--- src/rtl/wbc_pkg.sv ---
// wbc_pkg: shared Wishbone classic definitions for the arbiter, router and
// decoder family.
//   WB_AW / WB_DW / WB_SW : default address, data and byte-select widths
//   idx_w(n)              : bits needed to index n items (never less than 1)
//   arb_state_e           : arbiter grant state (IDLE / BUSY)
package wbc_pkg;

    localparam int WB_AW = 32;
    localparam int WB_DW = 32;
    localparam int WB_SW = WB_DW / 8;

    function automatic int idx_w(input int n);
        return (n > 1) ? $clog2(n) : 1;
    endfunction

    typedef enum logic {
        ARB_IDLE = 1'b0,
        ARB_BUSY = 1'b1
    } arb_state_e;

endpackage

--- src/rtl/wbcarbiter_rrpick.sv ---
// wbcrrpick: combinational round-robin picker.
// Scans the request vector upward starting at last_i+1 (modulo NM) and
// returns the first requester found.
//   req_i   [NM-1:0] request vector
//   last_i  [IW-1:0] index of the previous winner
//   win_o   [IW-1:0] winning index (0 when valid_o is low)
//   valid_o          at least one request present
module wbcrrpick
    import wbc_pkg::*;
#(
    parameter int NM = 4,
    parameter int IW = idx_w(NM)
) (
    input  logic [NM-1:0] req_i,
    input  logic [IW-1:0] last_i,
    output logic [IW-1:0] win_o,
    output logic          valid_o
);

    logic [IW-1:0] cand;

    // Walk the offsets from farthest to nearest so the nearest requester
    // after last_i is the final (winning) assignment.
    always_comb begin
        win_o   = '0;
        valid_o = 1'b0;
        cand    = '0;
        for (int k = NM; k >= 1; k--) begin
            cand = IW'((int'(last_i) + k) % NM);
            if (req_i[cand]) begin
                win_o   = cand;
                valid_o = 1'b1;
            end
        end
    end

endmodule

--- src/rtl/wbcarbiter.sv ---
// wbcarbiter: Wishbone classic multi-master arbiter (NM masters -> 1 slave port).
// Round-robin grant, held for the whole of the winner's cyc; no preemption.
//
// Handshake: a master owns the bus while its cyc is high and it holds the
// grant; a transfer is offered when stb is high and completes in the cycle
// the slave returns ack (or err). The slave's ack/err/data are routed back
// combinationally to the granted master only.
//
// Ports:
//   i_clk, i_reset            clock, synchronous active-high reset
//   i_mcyc/i_mstb/i_mwe [NM]  per-master cycle, strobe, write enable
//   i_maddr/i_mdata/i_msel    per-master address/data/select, master k at [k*W +: W]
//   o_mack/o_merr [NM]        per-master ack/err, o_mdata per-master read data
//   o_scyc/o_sstb/o_swe       slave-side control
//   o_saddr/o_sdata/o_ssel    slave-side address, write data, byte selects
//   i_sack/i_serr/i_sdata     slave response
//   o_grant [NM]              registered one-hot grant, zero when idle
//
// Optional bus watchdog: define WBCARBITER_WATCHDOG_EN. A strobe stalled for
// TIMEOUT cycles is terminated with a one-cycle err to the granted master.
module wbcarbiter
    import wbc_pkg::*;
#(
    parameter int NM      = 4,
    parameter int AW      = WB_AW,
    parameter int DW      = WB_DW,
    parameter int SW      = DW / 8,
    parameter int TIMEOUT = 255
) (
    input  logic             i_clk,
    input  logic             i_reset,
    input  logic [NM-1:0]    i_mcyc,
    input  logic [NM-1:0]    i_mstb,
    input  logic [NM-1:0]    i_mwe,
    input  logic [NM*AW-1:0] i_maddr,
    input  logic [NM*DW-1:0] i_mdata,
    input  logic [NM*SW-1:0] i_msel,
    output logic [NM-1:0]    o_mack,
    output logic [NM-1:0]    o_merr,
    output logic [NM*DW-1:0] o_mdata,
    output logic             o_scyc,
    output logic             o_sstb,
    output logic             o_swe,
    output logic [AW-1:0]    o_saddr,
    output logic [DW-1:0]    o_sdata,
    output logic [SW-1:0]    o_ssel,
    input  logic             i_sack,
    input  logic             i_serr,
    input  logic [DW-1:0]    i_sdata,
    output logic [NM-1:0]    o_grant
);

    localparam int IW = idx_w(NM);

    arb_state_e    state_q;
    logic [IW-1:0] grant_idx_q;
    logic [IW-1:0] last_idx_q;
    logic [NM-1:0] grant_q;

    logic [IW-1:0] pick_idx;
    logic          pick_valid;
    logic          base_cyc;
    logic          scyc_int;
    logic          sstb_int;
    logic          timeout_hit;

    wbcrrpick #(.NM(NM), .IW(IW)) u_pick (
        .req_i   (i_mcyc),
        .last_i  (last_idx_q),
        .win_o   (pick_idx),
        .valid_o (pick_valid)
    );

    // The owner keeps the bus while its cyc stays high; any other cycle is an
    // arbitration point (idle, or the owner just dropped cyc).
    assign base_cyc = (state_q == ARB_BUSY) & i_mcyc[grant_idx_q];
    assign scyc_int = base_cyc & ~timeout_hit & ~i_reset;
    assign sstb_int = scyc_int & i_mstb[grant_idx_q];

    always_ff @(posedge i_clk) begin
        if (i_reset) begin
            state_q     <= ARB_IDLE;
            grant_idx_q <= '0;
            last_idx_q  <= IW'(NM - 1);
            grant_q     <= '0;
        end else if (!base_cyc) begin
            if (pick_valid) begin
                state_q     <= ARB_BUSY;
                grant_idx_q <= pick_idx;
                last_idx_q  <= pick_idx;
                grant_q     <= NM'(1) << pick_idx;
            end else begin
                state_q <= ARB_IDLE;
                grant_q <= '0;
            end
        end
    end

`ifdef WBCARBITER_WATCHDOG_EN
    localparam int CW = idx_w(TIMEOUT + 1);

    logic [CW-1:0] wd_q;
    logic [CW-1:0] wd_d;

    // Counts consecutive stalled strobes. On the timeout cycle sstb is
    // forced low, which clears the count at the following edge.
    always_comb begin
        wd_d = '0;
        if (sstb_int && !i_sack && !i_serr) begin
            wd_d = wd_q + 1'b1;
        end
    end

    always_ff @(posedge i_clk) begin
        if (i_reset) begin
            wd_q <= '0;
        end else begin
            wd_q <= wd_d;
        end
    end

    assign timeout_hit = (wd_q == CW'(TIMEOUT)) & base_cyc & ~i_reset;
`else
    logic [31:0] unused_timeout;
    assign unused_timeout = TIMEOUT;
    assign timeout_hit    = 1'b0;
`endif

    assign o_grant = i_reset ? '0 : grant_q;

    always_comb begin
        o_scyc  = 1'b0;
        o_sstb  = 1'b0;
        o_swe   = 1'b0;
        o_saddr = '0;
        o_sdata = '0;
        o_ssel  = '0;
        o_mack  = '0;
        o_merr  = '0;
        o_mdata = '0;
        if (!i_reset && state_q == ARB_BUSY) begin
            o_scyc                          = scyc_int;
            o_sstb                          = sstb_int;
            o_swe                           = i_mwe[grant_idx_q];
            o_saddr                         = i_maddr[grant_idx_q*AW +: AW];
            o_sdata                         = i_mdata[grant_idx_q*DW +: DW];
            o_ssel                          = i_msel[grant_idx_q*SW +: SW];
            o_mack[grant_idx_q]             = i_sack & scyc_int;
            o_merr[grant_idx_q]             = (i_serr & scyc_int) | timeout_hit;
            o_mdata[grant_idx_q*DW +: DW]   = i_sdata;
        end
    end

endmodule

--- config.mk ---
export PLATFORM = sky130hd
export DESIGN_NAME = wbcarbiter
export DESIGN_NICKNAME = d
export VERILOG_FILES = /design/src/rtl/wbc_pkg.sv /design/src/rtl/wbcarbiter_rrpick.sv /design/src/rtl/wbcarbiter.sv
export SDC_FILE = /design/constraint.sdc
export NUM_CORES = 1
export LEC_CHECK = 0
export ABC_AREA = 1
export BUFFER_PORTS_ARGS = -buffer_cell sky130_fd_sc_hd__buf_2
export CAP_MARGIN = 20
export CORE_AREA = 5 5 202 204
export CTS_BUF_LIST = sky130_fd_sc_hd__clkbuf_16
export DETAILED_ROUTE_END_ITERATION = 6
export DIE_AREA = 0 0 207 209
export HOLD_SLACK_MARGIN = 0.08
export SKIP_CTS_REPAIR_TIMING = 1
export SYNTH_ARGS = -nofsm -noshare
export SYNTH_HDL_FRONTEND = slang
export SYNTH_SLANG_ARGS = --single-unit
export TNS_END_PERCENT = 5
--- constraint.sdc ---
create_clock -name i_clk -period 2.5 [get_ports i_clk]
set_clock_uncertainty 0.1 [all_clocks]
set_input_delay 0.5 -clock i_clk [delete_from_list [all_inputs] [get_ports i_clk]]
set_output_delay 0.5 -clock i_clk [all_outputs]
set_load 0.005 [all_outputs]
==> run summary <==
In this run the static leakage power is 4.28 nW. The tools report the area occupied by multi-input gates as 3360 um^2. The aggregate global-route resource usage was 0.131. The run finished with clean final reports. The smallest setup slack after layout is 0.0294 ns, and the synthesized net count is 1226. The post-synthesis mux area share was 0; the total DRC errors in the routed layout was 0. The final layout contains routed wiring with a total length of 32700 um. At the end of the flow, the number of nets in the layout was 1723. For the remaining max-slew budget at the tightest pin, the log shows 0.643. The maximum clock frequency is 405 MHz. After global routing the overflow that remains totals 0.

Critical path class: reg -> out. In the layout the commonest cells are buf_2, nor2_1, o21ai_0, a21oi_1, nor3_1. The area fraction of the dominant cell type after synthesis came out at 0.329. Cell type contributing the most total cell area after synthesis: nor2_1.

The worst hold path was traced through 2 stages. Across the VDD grid, the largest voltage drop is 0.280 mV. For this run, the number of Yosys warnings is 0. Setup repair after global routing could not meet its margin everywhere.

Entering global routing, the biggest net connects 75 pins. The xor and xnor fraction of the mapped netlist area came out at 0. The number of buffer cells added on primary ports came out at 530.

During I/O placement, the number of pins put on the boundary was 531. In this run the register-to-register setup slack is 0.73 ns. The share of synthesized cell area in and, or, nand and nor gates is 0.527.

The worst setup path is launched from a register. The die outline height was 209 um. Leaving out fill and tap cells, the most frequent cell in the layout is buf_2. The combinational family with the most area after synthesis was simple AND/OR/NAND/NOR gates.

The logs give 3 for the number of clock buffers inserted by TritonCTS and 4 for the initial antenna violation count. STA classifies the critical path endpoint as a primary output. The final RePlAce weighted congestion was 0.943; the wire length per cell was 17.0 um. In this run the most critical hold path is launched from grant_q[2].

The path class of the tightest hold or removal check is reg -> reg. Counting flops and latches in the post-synthesis netlist gives 9. TritonCTS built the clock tree.

The overall die width came out at 207 um. Using the TritonRoute via totals, the vias-per-cell ratio works out to 4.14. The number of nets with antenna violations after routing was 0.

In this run the critical register-to-register path is captured at grant_q[3]. Area inside the core boundary: 39100 um^2. The worst-case setup slack after placement is 0.0545 ns. The worst hold path terminates at grant_q[2]. Summing all non-filler instances in the final layout gives an area of 7740 um^2.

Synthesis produced a netlist whose cell count is 901. Final count of pins violating max slew: 0. The tools report the sequential share of the synthesized area as 0.0439.

The transition at the pin with the smallest max-transition slack was 0.529 ns. Dividing the synthesized area by the synthesized cell count gives 4.56 um^2. The worst register-to-register path begins at last_idx_q[0]. The data arrival time of the critical path came out at 1.87 ns.

Clock tree synthesis found a total of 9 sinks. The tools report the largest buffer count on any clock path as 2. Registers take 188 um^2. The first global-routing pass estimated 45100 um of wire.

The effective utilization at floorplan is 0.105. The finished layout holds 1922 standard cells, fillers aside. Counting the fill cells in the layout gives 4657. In this run the power density over the cells is 609 nW/um^2. 0 antenna diodes ended up in the layout. Across the run, the number of max-cap violations was 0. The post-route minimum period is 2.47 ns, and the maximum level of the CTS H-tree is 1.

For the worst setup path, the data required time is 1.90 ns. After floorplanning, the core was divided into 73 placement rows. The number of endpoints with negative hold slack in the final report is 0. After clock tree synthesis, the clock-pin slew on the worst setup and hold paths is 0.04 ns. The tools report the number of DRC markers after the initial detailed-route iteration as 670. In this run, placement finished with an instance count of 1913.

By area the synthesized netlist is led by nor2_1, o21ai_0, a21oi_1, nor3_1, nand3_1. The tools report the number of global-route vias before repair as 7622. Setup violations remaining at the end of the flow were counted as 0. The tools report the unique cell type count in the Yosys netlist as 25. The top fanout value on the critical path works out to 54. The final period utilization works out to 0.988.

The depth of the worst register-to-register path was 12; the post-route setup TNS was 0 ns. The layout cell share with drive strength beyond 1 was 0.428. The run gives 0.23 ns as the clock latency on the worst-skew pair.

The cell sitting at the root of the clock tree is a clkbuf_16. The number of search-and-repair iterations in the first detailed-routing pass is 5. For the overall via count from detail_route, the log shows 7955. The die area is 43300 um^2, and the post-synthesis share of cell area spent on full adders, half adders and majority gates is 0.0152.

Area added between synthesis and finish: 88.4%. The synthesized-area fraction occupied by ao, oa, aoi and oai cells was 0.270; the netlist area before placement was 4110 um^2. After detailed placement, the total cell area comes to 7490 um^2. The post-detailed-placement half-perimeter wirelength was 26100 um.
[worst max-delay path, cell delays in order, from the launching register on]
cell and delay (ns):
dfxtp_4 0.39, inv_4 0.11, clkbuf_8 0.26, o21ai_0 0.51, a21oi_1 0.17, buf_2 0.17
[synth_stat cells]
master	count
nor2_1	360
o21ai_0	141
a21oi_1	75
nor3_1	64
inv_1	52
nand2_1	51
nand3_1	42
clkbuf_1	39
buf_2	19
buf_1	14
dfxtp_1	9
buf_4	7
ha_1	5
inv_2	5
nand2_2	5
buf_6	2
nand2_4	2
nor2_2	2
a211oi_1	1
a21boi_0	1
a21oi_2	1
inv_4	1
nand4_1	1
nor2_8	1
o21ai_1	1
[layer usage]
layer  track usage  vias up  part of all wire
met5             0        -           0.00067
met4        0.0447        4             0.035
met2         0.231      509              0.49
li1              -     3909                 -
met3        0.0369       68             0.091
met1         0.153     3465              0.38
[cell families (layout without fill, tap and decap cells)]
| logic type | after synthesis | in the layout |
|---|---|---|
| AOI/OAI and AO/OA | 220 | 220 |
| adders and majority gates | 5 | 5 |
| buffers and inverters | 139 | 635 |
| DFF | 9 | 9 |
| and+or+nand+nor | 528 | 528 |
[metrics by stage]
step	utilization	total power [mW]	hold slack, ns
floorplan	-	2.63	0.326
global placement	0.192	4.23	0.342
detailed placement	0.192	4.20	0.340
CTS	0.194	4.50	0.350
global route	0.198	5.21	0.372
finish	0.198	4.71	0.350
[area by class of cell]
cell class | instances | area share
clock buffers | 3 | 0.00970
clock inverters | 1 | 0.000485
inverters | 58 | 0.0291
multi-input cells | 753 | 0.434
flip-flops and latches | 9 | 0.0242
well taps | 525 | 0.0849
repair buffers | 573 | 0.417
[sequential cells by signal (all words and copies together) (netlist names)]
register	cells
grant_idx_q	2
state_q	1
last_idx_q	2
grant_q	4
[power breakdown]
group / switching (mW) / internal, mW
Sequential: 0.0733 / 0.209
Clock: 0.0691 / 0.209
Combinational: 2.63 / 1.52
Total: 2.77 / 1.94
[worst max-delay path by stage]
stage / from / endpoint / slack, ns / cells after the start
6_report: grant_idx_q[0] / o_ssel[2] / 0.03 / 5
3_5_place_dp: grant_idx_q[1] / o_mdata[87] / 0.05 / 6
4_1_cts: grant_idx_q[1] / o_mdata[87] / -0.19 / 6
5_1_grt: grant_idx_q[0] / o_merr[1] / -0.08 / 8
2_1_floorplan: grant_idx_q[1] / o_mdata[118] / 0.09 / 9
3_3_place_gp: grant_idx_q[1] / o_mdata[87] / 0.06 / 6
(Power assumes the default switching activity.)
